File: config.mk
export PLATFORM = sky130hd
export DESIGN_NAME = seq_adder_n
export DESIGN_NICKNAME = d
export VERILOG_FILES = /design/src/rtl/seq_adder_pkg.sv /design/src/rtl/seq_adder_digit_adder.sv /design/src/rtl/seq_adder_n.sv
export SDC_FILE = /design/constraint.sdc
export NUM_CORES = 1
export LEC_CHECK = 0
export CORE_MARGIN = 2
export CORE_UTILIZATION = 45
export CTS_CLUSTER_DIAMETER = 40
export DETAILED_ROUTE_END_ITERATION = 8
export PLACE_DENSITY = 0.84
export SYNTH_ARGS = -nofsm -noshare
export SYNTH_HDL_FRONTEND = slang
export SYNTH_SLANG_ARGS = --single-unit
File: constraint.sdc
create_clock -name clk -period 1.9 [get_ports clk]
set_input_delay 0.38 -clock clk [delete_from_list [all_inputs] [get_ports clk]]
set_output_delay 0.38 -clock clk [all_outputs]
set_load 0.03 [all_outputs]
File: src/rtl/seq_adder_pkg.sv
// rtl/seq_adder_pkg.sv - shared types and sizing helpers for seq_adder_n
package seq_adder_pkg;

    typedef enum logic [1:0] {
        IDLE = 2'd0,
        RUN  = 2'd1,
        DONE = 2'd2
    } state_t;

    function automatic int ndig(input int width, input int digit);
        return width / digit;
    endfunction

    // A single-digit configuration still needs a 1-bit counter.
    function automatic int cnt_width(input int width, input int digit);
        return (ndig(width, digit) > 1) ? $clog2(ndig(width, digit)) : 1;
    endfunction

endpackage

File: src/rtl/seq_adder_digit_adder.sv
// rtl/seq_adder_digit_adder.sv - combinational DIGIT-bit ripple adder
module digit_adder #(
    parameter int DIGIT = 2
) (
    input  logic [DIGIT-1:0] a,
    input  logic [DIGIT-1:0] b,
    input  logic             ci,
    output logic [DIGIT-1:0] s,
    output logic             co
);

    assign {co, s} = {1'b0, a} + {1'b0, b} + (DIGIT+1)'(ci);

endmodule

File: src/rtl/seq_adder_n.sv
// rtl/seq_adder_n.sv - multi-cycle add/subtract, DIGIT bits per clock, LSB first
module seq_adder_n
    import seq_adder_pkg::*;
#(
    parameter int WIDTH = 8,
    parameter int DIGIT = 2
) (
    input  logic             clk,
    input  logic             rst,
    input  logic             start,
    input  logic [WIDTH-1:0] A,
    input  logic [WIDTH-1:0] B,
    input  logic             cin,
    input  logic             sub,
    output logic             busy,
    output logic             done,
    output logic [WIDTH-1:0] sum,
    output logic             cout,
    output logic             ovf
);

    localparam int NDIG = ndig(WIDTH, DIGIT);
    localparam int CW   = cnt_width(WIDTH, DIGIT);
    localparam logic [CW-1:0] LAST = CW'(NDIG - 1);

    generate
        if (DIGIT < 1 || DIGIT > WIDTH || (WIDTH % DIGIT) != 0) begin : g_bad_param
            $error("seq_adder_n: WIDTH must be a multiple of DIGIT with 1 <= DIGIT <= WIDTH");
        end
    endgenerate

    state_t state, state_next;

    logic [WIDTH-1:0] a_q, b_q, res_q, res_next;
    logic [CW-1:0]    cnt;
    logic             carry, a_msb, b_msb;
    logic [DIGIT-1:0] dsum;
    logic             dco;

    digit_adder #(.DIGIT(DIGIT)) u_digit (
        .a  (a_q[DIGIT-1:0]),
        .b  (b_q[DIGIT-1:0]),
        .ci (carry),
        .s  (dsum),
        .co (dco)
    );

    // New digit enters at the top so the LSB digit ends at bit 0 after NDIG shifts.
    assign res_next = (res_q >> DIGIT) | (WIDTH'(dsum) << (WIDTH - DIGIT));

    always_ff @(posedge clk) begin
        if (rst) state <= IDLE;
        else     state <= state_next;
    end

    always_comb begin
        state_next = state;
        case (state)
            IDLE:    if (start) state_next = RUN;
            RUN:     if (cnt == LAST) state_next = DONE;
            DONE:    state_next = IDLE;
            default: state_next = IDLE;
        endcase
    end

    always_comb begin
        busy = (state == RUN);
        done = (state == DONE);
    end

    always_ff @(posedge clk) begin
        if (rst) begin
            a_q   <= '0;
            b_q   <= '0;
            res_q <= '0;
            carry <= 1'b0;
            cnt   <= '0;
            a_msb <= 1'b0;
            b_msb <= 1'b0;
            sum   <= '0;
            cout  <= 1'b0;
            ovf   <= 1'b0;
        end else begin
            case (state)
                IDLE: if (start) begin
                    // Subtract as A + ~B + ~cin.
                    a_q   <= A;
                    b_q   <= B ^ {WIDTH{sub}};
                    carry <= cin ^ sub;
                    cnt   <= '0;
                    a_msb <= A[WIDTH-1];
                    b_msb <= B[WIDTH-1] ^ sub;
                end
                RUN: begin
                    a_q   <= a_q >> DIGIT;
                    b_q   <= b_q >> DIGIT;
                    res_q <= res_next;
                    carry <= dco;
                    cnt   <= cnt + CW'(1);
                    if (cnt == LAST) begin
                        sum  <= res_next;
                        cout <= dco;
                        ovf  <= (a_msb == b_msb) && (res_next[WIDTH-1] != a_msb);
                    end
                end
                default: ;
            endcase
        end
    end

endmodule

Yosys cells after proc, flatten, opt, wreduce, memory -nomap -nowiden
Cells that the tools add are included.
{"block": "op_classes", "n_addsub": 3, "n_eq_ne": 7, "muxes": 11, "bitwise": 4, "reduce_logical": 7}
{"op": "$pmux 8 s2", "count": 2}
{"op": "$mux 8", "count": 2}
{"op": "$or 6x8->8", "count": 1}
{"op": "$pmux 2 s2", "count": 2}
{"op": "$reduce_and 2->1", "count": 4}
{"op": "$xor 8x8->8", "count": 1}
{"op": "$mux 2", "count": 3}
{"op": "$eq 2x2->1 const B", "count": 2}
{"op": "$add 2x2->3", "count": 1}
{"op": "$add 3x1->3", "count": 1}
{"op": "$add 2x1->2 const B", "count": 1}
{"op": "$eq 2x1->1 const B", "count": 1}
{"op": "$logic_not 2->1", "count": 1}
{"op": "$ne 2x1->1 const B", "count": 1}
{"op": "$ne 2x2->1 const B", "count": 1}
{"op": "$pmux 1 s2", "count": 1}
{"op": "$reduce_bool 2->1", "count": 1}
{"op": "$xor 1x1->1", "count": 2}
{"op": "$eq 1x1->1", "count": 1}
{"op": "$logic_and 1x1->1", "count": 1}
{"op": "$mux 1", "count": 1}
{"op": "$ne 1x1->1", "count": 1}
{"block": "totals", "reg_bits": 41, "output_inout_bits": 12, "wordCells": 43}

Longest topological paths before layout
{"block": "logic_depth", "word_depth": 5, "depth_mapped": 6}

Modules after synthesis
From an unflattened synthesis, not the netlist that was laid out.
{"block": "hier_totals", "cells_unflattened": 203, "area_unflattened_um2": 1726.7}
{"module": "seq_adder_n", "instances": 1, "cells_each": 193, "area_per_inst_um2": 1656.6, "seq_area_each_um2": 780.7}
{"module": "digit_adder", "instances": 1, "cells_each": 10, "area_per_inst_um2": 70.1, "seq_area_each_um2": 0.0}

Worst setup path before layout
OpenSTA, ideal clock, no wires.
{"block": "synth_path", "path_type": "reg2reg", "start": "reg a_q[0]", "end": "reg ovf", "setup_time_ps": 88, "arrival_time_ps": 1853, "required_ps": 1812, "path_slack_ps": -41, "stages_incl_launch_ff": 6, "cell_sequence": "dfxtp_1 -> inv_1 -> fa_1 -> fa_1 -> or3_1 -> a311oi_2"}
{"block": "synth_between", "elab_chain_len": 5}
{"item": "start: declaration", "line_no": "seq_adder_n.sv:34", "source": "logic [WIDTH-1:0] a_q, b_q, res_q, res_next;"}
{"item": "start signal: assignment", "line_no": "seq_adder_n.sv:95", "source": "a_q <= a_q >> DIGIT;"}
{"item": "$add 2x2->3", "line_no": "seq_adder_digit_adder.sv:12", "source": "assign {co, s} = {1'b0, a} + {1'b0, b} + (DIGIT+1)'(ci);"}
{"item": "$add 3x1->3", "line_no": "seq_adder_digit_adder.sv:12"}
{"item": "$or 6x8->8", "line_no": "seq_adder_n.sv:49", "source": "assign res_next = (res_q >> DIGIT) | (WIDTH'(dsum) << (WIDTH - DIGIT));"}
{"item": "$ne 1x1->1", "line_no": "seq_adder_n.sv:103", "source": "ovf <= (a_msb == b_msb) && (res_next[WIDTH-1] != a_msb);"}
{"item": "$logic_and 1x1->1", "line_no": "seq_adder_n.sv:103"}
{"item": "end signal: assignment", "line_no": "seq_adder_n.sv:103"}
{"item": "end: declaration", "line_no": "seq_adder_n.sv:19", "source": "output logic ovf"}
No other way between the ends.
A chain may end at the register's enable or synchronous reset.

Worst setup path in the final report
Ends and elaborated chain as after synthesis.

==> out/results.tsv <==
metric	value	unit
cts_num_sinks	39	
fin_util	60.4	%
wl_per_cell	12.3	µm
skew	0.00797	ns
max_slew_margin	68.7	%
final.setup.tns	0	ns
detail-route-antenna-nets	0	
clockBufferDepth	2	
arrival	2.01	ns
ys_seq_area_share	46.3	%
routabilityCongestion	0.755	
hold_ws	0.455	ns
viasPerCell	5.19	
numCtsBuffers	5	
wl	3.34	mm
powerDensity	851	nW/µm²
post-cts-setup-buffers	0	
dr.pass1.iters	4	
num_vias	1406	
p_leak	0.792	nW
final_cell_mix	dfxtp_1, clkdlybuf4s50_1, nand2_1	
antenna_found_initial	0	
cap_violations	0	
syn_to_final_growth	30.1	%
synth_nets	211	
instances_no_fill	271	
final_nets	246	
synth.avg_cell_area	9.01	µm²
die_x	65.2	µm
dp_cells	263	
outcome	complete, no violations	
place_area	2070	µm²
final_common_cell	dfxtp_1	
port_buffers	32	
rows	22	
design_power_total	1.87	mW
synth_area	1690	µm²
design.die.area	4250	µm²
maxSlewViolCount	0	
final_area	2190	µm²
crit_fanout	2	
finalCritPeriodShare	94.3	%
grtUsageTotal	17.9	%
timing.final.ws_setup	0.109	ns
syn_inst	187	
cts_tree	built	
diodes	0	
yosysWarningCount	0	
die_h	65.2	µm
reg2reg_depth	5	
crit_type	reg2reg	
rsz0062_at_grt	no	
clk_latency	0.30	ns
drive_gt1_share	14.8	%
io_pins	33	
drt_iter0_markers	103	
period_minus_slack	1.79	ns
grt_pass1_wl	5.82	mm
ir_drop	0.000446	V
path_clk_slew	0.08	ns
hold_viol	0	
cp-end-kind	register	
htreeDepth	2	
setup_viol	0	
worst_slew_pin_slew	0.467	ns
overflow	0	
hold_depth	2	
ys_ff_latch	39	
cp.required	2.12	ns
critPathLaunchType	register	
core_area	3630	µm²
ctsRootBufferMaster	clkbuf_8	
hold_class	reg2reg	
max_freq	558	MHz
first_global_vias	1382	
yosysUniqueCellTypes	35	
hpwl	2.35	mm
floorplan.initialDensity	46.4	%
pre_cts_slack	0.0173	ns
grt_max_degree	40	
drc_errors	0	
worst max-delay path, cell delays in order, from the launching register on:
cell      delay (ns)
dfxtp_1         0.34
inv_1           0.08
fa_2            0.33
fa_1            0.44
or3_1           0.33
a311oi_2        0.19
power breakdown:
part	switching, mW	leakage (nW)	internal (mW)	total [mW]
registers	0.0269	0.320	0.862	0.889
clock network	0.286	0.0612	0.425	0.711
logic	0.130	0.411	0.137	0.266
repair_timing:
item                                    CTS  global route
hold buffers                              0             0
gates resized for setup                   1             2
pin swaps                                 0             2
endpoints found under the setup margin    1             1
layout make-up:
cell class              instances  area (µm²)
fillers                       339        1440
multi-input cells             127         806
flip-flops and latches         39         783
repair buffers                 41         397
clock buffers                   6        82.6
well taps                      48        60.1
clock inverters                 2        35.0
inverters                       8        30.0
final timing paths:
| path | slack (ns) | startpoint | end |
|---|---|---|---|
| worst max-delay path | 0.11 | a_q[0]$_SDFFE_PP0P_ | ovf$_SDFFE_PP0P_ |
| worst max register to register | 0.11 | a_q[0]$_SDFFE_PP0P_ | ovf$_SDFFE_PP0P_ |
| worst min register to register | 0.46 | res_q[2]$_SDFFE_PP0P_ | sum[0]$_SDFFE_PP0P_ |
| worst min-delay path | 0.46 | res_q[2]$_SDFFE_PP0P_ | sum[0]$_SDFFE_PP0P_ |
layer usage:
metal  GRT usage [%]  vias to the layer above  share of wire [%]
li1                -                      718                  -
met1            19.8                      651                 45
met2            30.7                       30                 49
met3            5.99                        7                3.9
met4            8.59                        0                2.2
met5               0                        -                  0
state kept, by name, summed over array words and instances (netlist names):
register and count:
b_msb 1, ovf 1, res_q 6, cout 1, carry 1, b_q 8
a_q 8, state 2, a_msb 1, cnt 2, sum 8
cells in the mapped netlist, drive strengths merged:
| master | count | area (µm²) |
|---|---|---|
| dfxtp | 39 | 781 |
| nand2 | 26 | 97.6 |
| a21oi | 22 | 110 |
| nor2 | 17 | 63.8 |
| a22oi | 9 | 67.6 |
| buf | 9 | 56.3 |
| inv | 8 | 30.0 |
| o22ai | 7 | 43.8 |
| xnor2 | 7 | 61.3 |
| a211oi | 6 | 60.1 |
| nand2b | 5 | 31.3 |
| clkbuf | 4 | 15.0 |
| o221a | 4 | 45.0 |
| or3b | 3 | 26.3 |
| fa | 2 | 40.0 |
| nor2b | 2 | 12.5 |
| nor3 | 2 | 10.0 |
| o22a | 2 | 17.5 |
| xor2 | 2 | 17.5 |
| a2bb2oi | 1 | 8.76 |
| a311oi | 1 | 15.0 |
| and3b | 1 | 8.76 |
| ha | 1 | 12.5 |
| nand3 | 1 | 5.00 |
| nand3b | 1 | 7.51 |
| nor3b | 1 | 12.5 |
| o21ai | 1 | 5.00 |
| o21ba | 1 | 10.0 |
| o21bai | 1 | 7.51 |
| or3 | 1 | 6.26 |
logic make-up (layout without fill, tap and decap cells):
family / Yosys count / after routing / share of synthesized area [%]
simple gates: 60 / 60 / 16.7
compound gates: 55 / 55 / 23.2
flops: 39 / 39 / 46.3
buf+inv: 21 / 57 / 6.01
xor+xnor: 9 / 9 / 4.68
fa+ha+maj: 3 / 3 / 3.12
(Power assumes the default switching activity.)
